## src/rtl/cpu_io_bridge.sv

```systemverilog
// cpu_io_bridge
//   Bridges an asynchronous CPU strobe interface onto a clocked VDP
//   request/acknowledge port. The raw strobes are synchronised and
//   glitch-filtered. CPU writes are buffered, and a single CPU read is held
//   pending until all buffered writes have drained.
//
//   Build option: define CPU_IO_WRITE_FIFO_EN to get a FIFO_DEPTH-entry write
//   FIFO. Without it, the write buffer is a single holding register.
//
// Ports
//   clk       pixel clock; all state changes on its rising edge
//   reset     asynchronous, active-high
//   csr_n     raw CPU read strobe, active low, asynchronous to clk
//   csw_n     raw CPU write strobe, active low, asynchronous to clk
//   mode      CPU port-select address lines
//   cd_in     CPU write data
//   cd_out    last read data returned by the VDP
//   cd_oe     CPU bus output enable
//   req       VDP request (registered)
//   wrt       1 = write request, 0 = read request
//   adr       VDP port address
//   dbo       VDP write data
//   ack       VDP acknowledge, one-cycle pulse
//   dbi       VDP read data, valid while ack = 1
//   overflow  sticky flag: a CPU write was dropped because the buffer was full
module cpu_io_bridge #(
    parameter int ADDR_BITS  = 2,
    parameter int FILTER_LEN = 3,
    parameter int FIFO_DEPTH = 4
) (
    input  logic                 clk,
    input  logic                 reset,
    input  logic                 csr_n,
    input  logic                 csw_n,
    input  logic [ADDR_BITS-1:0] mode,
    input  logic [7:0]           cd_in,
    output logic [7:0]           cd_out,
    output logic                 cd_oe,
    output logic                 req,
    output logic                 wrt,
    output logic [ADDR_BITS-1:0] adr,
    output logic [7:0]           dbo,
    input  logic                 ack,
    input  logic [7:0]           dbi,
    output logic                 overflow
);

    localparam int CW      = $clog2(FILTER_LEN + 1);
    localparam int ENTRY_W = ADDR_BITS + 8;

`ifdef CPU_IO_WRITE_FIFO_EN
    localparam int BUF_DEPTH = FIFO_DEPTH;
`else
    // FIFO_DEPTH has no effect in this build; the buffer holds one entry.
    localparam int BUF_DEPTH = (FIFO_DEPTH > 0) ? 1 : 1;
`endif
    localparam int CNT_W = $clog2(BUF_DEPTH + 1);

    typedef enum logic [1:0] {IDLE, WR_REQ, RD_REQ} state_t;

    // ------------------------------------------------------------------
    // Strobe synchronisers and filters. Index 0 is csr_n, index 1 is csw_n.
    // ------------------------------------------------------------------
    logic [1:0]    raw;
    logic [1:0]    s1, s2;
    logic [1:0]    filt, filt_d;
    logic [1:0]    armed;
    logic [1:0]    live;
    logic [CW-1:0] fcnt [2];
    logic [1:0]    fall;
    logic          wr_access, rd_access;

    assign raw = {csw_n, csr_n};

    // live[1] marks the first cycle in which s2 holds a real pin sample
    // rather than its reset value. armed[i] is set once strobe i is seen
    // high after that point. As a result, a strobe that is already low when
    // reset is released does not count as an access.
    always_ff @(posedge clk or posedge reset) begin
        if (reset) begin
            s1     <= '1;
            s2     <= '1;
            filt   <= '1;
            filt_d <= '1;
            armed  <= '0;
            live   <= '0;
            for (int unsigned i = 0; i < 2; i++) fcnt[i] <= '0;
        end else begin
            s1     <= raw;
            s2     <= s1;
            filt_d <= filt;
            live   <= {live[0], 1'b1};
            for (int unsigned i = 0; i < 2; i++) begin
                armed[i] <= armed[i] | (live[1] & s2[i]);
                // Count consecutive samples that differ from the filtered
                // level. The level follows the samples on the FILTER_LEN-th one.
                if (s2[i] == filt[i]) begin
                    fcnt[i] <= '0;
                end else if (fcnt[i] == CW'(FILTER_LEN - 1)) begin
                    filt[i] <= s2[i];
                    fcnt[i] <= '0;
                end else begin
                    fcnt[i] <= fcnt[i] + CW'(1);
                end
            end
        end
    end

    assign fall      = filt_d & ~filt & armed;
    assign wr_access = fall[1] & filt[0];
    assign rd_access = fall[0] & filt[1];
    assign cd_oe     = ~filt[0] & filt[1];

    // ------------------------------------------------------------------
    // Write buffer
    // ------------------------------------------------------------------
    state_t               state;
    logic [CNT_W-1:0]     count;
    logic                 empty, full, pop, push_ok;
    logic [ENTRY_W-1:0]   entry, head;

    assign entry   = {mode, cd_in};
    assign empty   = (count == '0);
    assign full    = (count == CNT_W'(BUF_DEPTH));
    assign pop     = (state == WR_REQ) & ack;
    // While full, a push is accepted only if the head is leaving in the
    // same cycle.
    assign push_ok = wr_access & (~full | pop);

    always_ff @(posedge clk or posedge reset) begin
        if (reset) begin
            count    <= '0;
            overflow <= 1'b0;
        end else begin
            if (push_ok && !pop)      count <= count + CNT_W'(1);
            else if (pop && !push_ok) count <= count - CNT_W'(1);
            if (wr_access && full && !pop) overflow <= 1'b1;
        end
    end

`ifdef CPU_IO_WRITE_FIFO_EN
    localparam int PTR_W = $clog2(BUF_DEPTH);

    logic [ENTRY_W-1:0] mem [BUF_DEPTH];
    logic [PTR_W-1:0]   wptr, rptr;

    always_ff @(posedge clk or posedge reset) begin
        if (reset) begin
            wptr <= '0;
            rptr <= '0;
        end else begin
            if (push_ok) wptr <= wptr + PTR_W'(1);
            if (pop)     rptr <= rptr + PTR_W'(1);
        end
    end

    always_ff @(posedge clk) begin
        if (push_ok) mem[wptr] <= entry;
    end

    assign head = mem[rptr];
`else
    logic [ENTRY_W-1:0] hold;

    always_ff @(posedge clk or posedge reset) begin
        if (reset)        hold <= '0;
        else if (push_ok) hold <= entry;
    end

    assign head = hold;
`endif

    // ------------------------------------------------------------------
    // Request FSM with registered outputs
    // ------------------------------------------------------------------
    logic                 rd_pend;
    logic [ADDR_BITS-1:0] rd_adr;

    always_ff @(posedge clk or posedge reset) begin
        if (reset) begin
            state   <= IDLE;
            req     <= 1'b0;
            wrt     <= 1'b0;
            adr     <= '0;
            dbo     <= '0;
            cd_out  <= '0;
            rd_pend <= 1'b0;
            rd_adr  <= '0;
        end else begin
            // A new read replaces any read that is still waiting.
            if (rd_access) begin
                rd_pend <= 1'b1;
                rd_adr  <= mode;
            end
            case (state)
                IDLE: begin
                    if (!empty) begin
                        state <= WR_REQ;
                        req   <= 1'b1;
                        wrt   <= 1'b1;
                        adr   <= head[ENTRY_W-1:8];
                        dbo   <= head[7:0];
                    end else if (rd_pend) begin
                        state <= RD_REQ;
                        req   <= 1'b1;
                        wrt   <= 1'b0;
                        adr   <= rd_adr;
                    end
                end
                WR_REQ: begin
                    if (ack) begin
                        state <= IDLE;
                        req   <= 1'b0;
                    end
                end
                RD_REQ: begin
                    if (ack) begin
                        state  <= IDLE;
                        req    <= 1'b0;
                        cd_out <= dbi;
                        if (!rd_access) rd_pend <= 1'b0;
                    end
                end
                default: begin
                    state <= IDLE;
                    req   <= 1'b0;
                end
            endcase
        end
    end

endmodule

```

## config.mk

```make
export PLATFORM = sky130hd
export DESIGN_NAME = cpu_io_bridge
export DESIGN_NICKNAME = d
export VERILOG_FILES = /design/src/rtl/cpu_io_bridge.sv
export SDC_FILE = /design/constraint.sdc
export NUM_CORES = 1
export LEC_CHECK = 0
export CAP_MARGIN = 20
export CORE_MARGIN = 3
export CORE_UTILIZATION = 45
export CTS_CLUSTER_SIZE = 30
export DETAILED_ROUTE_END_ITERATION = 8
export PLACE_DENSITY = 0.69
export SLEW_MARGIN = 0
export SYNTH_ARGS = -nofsm -noshare
export SYNTH_HDL_FRONTEND = slang
export SYNTH_SLANG_ARGS = --single-unit
```

## constraint.sdc

```tcl
create_clock -name clk -period 4.65 [get_ports clk]
set_input_delay 0.93 -clock clk [delete_from_list [all_inputs] [get_ports clk]]
set_output_delay 0.93 -clock clk [all_outputs]
set_load 0.02 [all_outputs]
```

# ---- Word level (Yosys, flattened, before mapping)
# Index checks and enable logic that the tools add are counted.
dict set report classes {
  addsub 4
  n_eq_ne 8
  mux 22
  bitwise_logic 17
  reduce_logical 16
}
# op count
set ops {}
lappend ops {{2-bit 2-to-1 mux} 9}
lappend ops {{2-bit AND reduction} 6}
lappend ops {{1-bit 2-to-1 mux} 11}
lappend ops {{1-bit AND} 7}
lappend ops {{2-bit equality test, second input constant} 3}
lappend ops {{2-bit by 1-bit adder with 2-bit output, second input constant} 2}
lappend ops {{2-bit AND} 2}
lappend ops {{1-bit logical AND} 4}
lappend ops {{1-bit inverter} 4}
lappend ops {{2-bit one-hot mux with 2 select lines} 1}
lappend ops {{2-bit nonzero test} 2}
lappend ops {{3-bit != test, second input constant} 1}
lappend ops {{1-bit bitwise OR} 3}
lappend ops {{1-bit equality test} 2}
lappend ops {{2-bit by 1-bit equality test with 1-bit output, second input constant} 1}
lappend ops {{1-bit zero test} 2}
lappend ops {{2-bit zero test} 1}
lappend ops {{2-bit by 1-bit != test with 1-bit output, second input constant} 1}
lappend ops {{2-bit inverter} 1}
lappend ops {{1-bit one-hot mux with 2 select lines} 1}
lappend ops {{2-bit OR reduction} 1}
lappend ops {{1-bit adder, second input constant} 1}
lappend ops {{1-bit subtractor, second input constant} 1}
dict set report totals {
  register_bits 53
  inputBits 23
  out_inout_bits 22
  elab_cells 87
}

# ---- Depth between registers and ports, before layout
dict set report depth {
  depth_word 9
  ltp_mapped 5
  ltp_nobuf 5
}

# ---- Worst setup path before layout
# No wires, ideal clock.
dict set report synth_path {
  kind {input to register}
  startpoint {input port ack}
  endpoint {register hold[0], in the netlist head[0]}
  setup_ns 0.125
  t_arrival_ns 1.701
  required_ns 4.525
  setup_slack_ns 2.825
  cell_stages 3
  path_buffers 0
  path_cell_list {nand2_1 -> a21oi_4 -> mux2_2}
}
dict set report synth_between {
  elab_chain_cells 3
}
# item line_no
set synth_rtl {}
lappend synth_rtl {{start, declared} 43} ;# input logic ack,
lappend synth_rtl {{1-bit AND} 125} ;# assign pop = (state == WR_REQ) & ack;
lappend synth_rtl {{1-bit bitwise OR} 128} ;# assign push_ok = wr_access & (~full | pop);
lappend synth_rtl {{1-bit AND} 128}
lappend synth_rtl {{end signal, assigned} 167} ;# else if (push_ok) hold <= entry;
lappend synth_rtl {{end, declared} 163} ;# logic [ENTRY_W-1:0] hold;
# Every way passes these cells.
# A chain may end at the register's enable or synchronous reset.

# ---- Worst setup path in the final report
dict set report layout_path {
  startpoint {register filt[0]}
  endpoint {output port cd_oe}
}
dict set report layout_between {
  elab_chain_cells 2
}
# item line_no
set layout_rtl {}
lappend layout_rtl {{start, declared} 66} ;# logic [1:0] filt, filt_d;
lappend layout_rtl {{start signal, assigned by index} 100} ;# filt[i] <= s2[i];
lappend layout_rtl {{1-bit inverter} 112} ;# assign cd_oe = ~filt[0] & filt[1];
lappend layout_rtl {{1-bit AND} 112}
lappend layout_rtl {{end, declared} 38} ;# output logic cd_oe,
# Every way passes these cells.

==> results_dict.tcl <==
set metrics [dict create \
    start_util_pct 48.4 \
    avgSynthCellArea_um2 14.8 \
    cts_root_buf "clkbuf_8" \
    pwr-share-clk_pct 14.9 \
    power.leakage_nw 1.11 \
    hold_class "flip-flop to flip-flop" \
    skew_ns 0.00340 \
    irDropWorstVdd_mv 0.340 \
    fin_tns_setup_ns 0 \
    slew_violations 0 \
    synth_area_um2 2020 \
    synth_warnings 0 \
    area_growth_pct 31.0 \
    reg2reg_depth 5 \
    htree_levels 2 \
    routed_via_density 5.12 \
    power_frac_seq_pct 43.9 \
    n_antenna_cell 0 \
    cts_buffers 5 \
    track_usage_pct 15.0 \
    grt_pass1_wl_um 6110 \
    ios 45 \
    cts_hold_buf 0 \
    syn_inst 136 \
    grt_pass1_vias 1281 \
    clock-sinks 53 \
    dieWidth_um 73.0 \
    clk_latency_ns 0.30 \
    internal_power_mw 1.22 \
    grt-ovfl-total 0 \
    critPathCaptureType "primary output" \
    fin_crit_ns 2.60 \
    tightest_slew_ns 0.632 \
    final_cell_count_no_fill 238 \
    final-hold-violation-count 0 \
    dieArea_um2 5330 \
    postPlaceCellArea_um2 2520 \
    drtIter0Drc 30 \
    comb_power_share_pct 41.1 \
    row_count 23 \
    hold_depth 0 \
    slowest_stage "dfstp_2" \
    die_y_um 73.0 \
    p_sw_mw 0.606 \
    maxCapViolCount 0 \
    drive_gt1_share_pct 27.7 \
    cp_max_fo 5 \
    hpwl_um 2610 \
    fmax_mhz 384 \
    antenna_found_initial 0 \
    required_ns 3.72 \
    final_nets 213 \
    relSlewSlack_pct 57.8 \
    clock_path_buffers 2 \
    drc 0 \
    crit_path_cell_trace "and2b_2 -> clkdlybuf4s50_1" \
    avgRoutedWirePerCell_um 15.1 \
    yosysSeqAreaShare_pct 66.2 \
    drt_first_pass_iters 4 \
    clk_pin_slew_ns 0.09 \
    run_status "complete, no violations" \
    rsz0062_at_grt "no" \
    power_density_nw_per_um2 691 \
    num_vias 1219 \
    swShare_pct 33.1 \
    synth_fp_nets 162 \
    setup_viol 0 \
    place.gp.congestion 0.790 \
    postLayoutCellArea_um2 2650 \
    grt_max_degree 54 \
    cts_tree "built" \
    cts_repair_resize_count 0 \
    routed_wirelength_um 3590 \
    ant_nets 0 \
    core_region_area_um2 4170 \
    io_buffers 44 \
    fin_crit_sh_pct 56.0 \
    synth-seq-cells 53 \
    crit_arrival_ns 1.67 \
    critPathKind "flip-flop to primary output" \
    crit_path_start_kind "flip-flop" \
    ys_types 25 \
    dp_cells 229 \
    cpPeakStageDelay_ns 0.60 \
    cts_setup_buffers 0 \
]
layer usage:
metal | up-vias | track usage (%) | part of all wire (%) | wire length (um)
met4 | 0 | 4.30 | 1.3 | 46
met5 | - | 0 | 0 | 0
met3 | 6 | 4.55 | 5.6 | 201
li1 | 572 | - | - | -
met2 | 34 | 24.3 | 50 | 1790
met1 | 607 | 19.6 | 43 | 1540
flip-flops by register name, summed over array words and instances, names as in the netlist, 4 cells and up:
signal,cells
head,10
dbo,8
cd_out,8
fcnt,4
synthesized netlist by cell type (all sizes together):
cell type  count  area [um2]
nand2b         3        18.8
ha             3        37.5
inv            5        18.8
a31oi          1        6.26
and2b          1        8.76
o22ai          3        18.8
a2bb2oi        1        8.76
dfrtp         45        1130
nor3           2        10.0
nand3          1        5.00
nand2         11        41.3
conb           1        3.75
a21oi          7        46.3
and2           1        6.26
a21o           2        15.0
dfstp          8         210
xnor2          3        26.3
buf            1        5.00
mux2          30         338
o2bb2ai        1        8.76
or2            1        6.26
nand4b         1        23.8
o21bai         1        7.51
nor3b          3        22.5
cells in the final DEF, fill, tap and decap left out, drive strengths merged, types with 2 or more instances in the layout:
master / n
a21oi: 7
dfstp: 8
clkdlybuf4s50: 44
inv: 5
o22ai: 3
nand2: 11
dfrtp: 45
nor3b: 3
nand2b: 3
nor3: 2
ha: 3
a21o: 2
mux2: 30
xnor2: 3
clkbuf: 7
final cells by class:
type	count	area [um2]
Fill cell	310	1530
Multi-Input combinational cell	77	659
Clock inverter	1	5.00
Tap cell	50	62.6
Timing Repair Buffer	45	468
Sequential cell	53	1340
Inverter	5	18.8
Clock buffer	7	96.3
worst max-delay path, delay by kind of cell (launching register included):
family | cells | cell delay, ns
flip-flops | 1 | 0.60
buffers and inverters | 1 | 0.54
AND/OR/NAND/NOR | 1 | 0.24
worst paths after layout:
kind	from	end	slack [ns]
setup / recovery	filt[0]	cd_oe	2.05
hold / removal	s1[0]	s2[0]	0.36
setup reg to reg	state[1]	head[6]	2.97
hold reg to reg	s1[0]	s2[0]	0.36
max in group asynchronous	reset	filt_d[0]	3.00
min in group asynchronous	reset	cd_out[5]	1.04
kinds of logic after synthesis:
family                   Yosys count  share of synthesized area [%]
other                              1                          0.186
AO/OA/AOI/OAI                     16                           5.51
adder cells (fa/ha/maj)            3                           1.86
flip-flops                        53                           66.2
buffers and inverters              6                           1.18
XOR/XNOR                           3                           1.30
AND/OR/NAND/NOR                   24                           7.06
multiplexers                      30                           16.7
power groups by stage:
stage / Sequential (mW) / Clock, mW / Combinational (mW)
4_1_cts: 0.806 / 0.284 / 0.763
3_3_place_gp: 0.800 / 0 / 0.739
2_1_floorplan: 0.891 / 0 / 0.376
6_report: 0.803 / 0.273 / 0.752
3_5_place_dp: 0.814 / 0 / 0.758
5_1_grt: 0.834 / 0.304 / 0.811
stage by stage:
step / hold slack, ns / total power, mW / utilization, % / setup WS, ns
global route: 0.373 / 1.95 / 63.4 / 2.00
floorplan: 0.331 / 1.27 / - / 2.45
global placement: 0.334 / 1.54 / 60.3 / 2.21
CTS: 0.362 / 1.85 / 62.8 / 2.03
detailed placement: 0.349 / 1.57 / 60.3 / 2.15
finish: 0.360 / 1.83 / 63.4 / 2.05
Power figures use the tool's default switching activity.
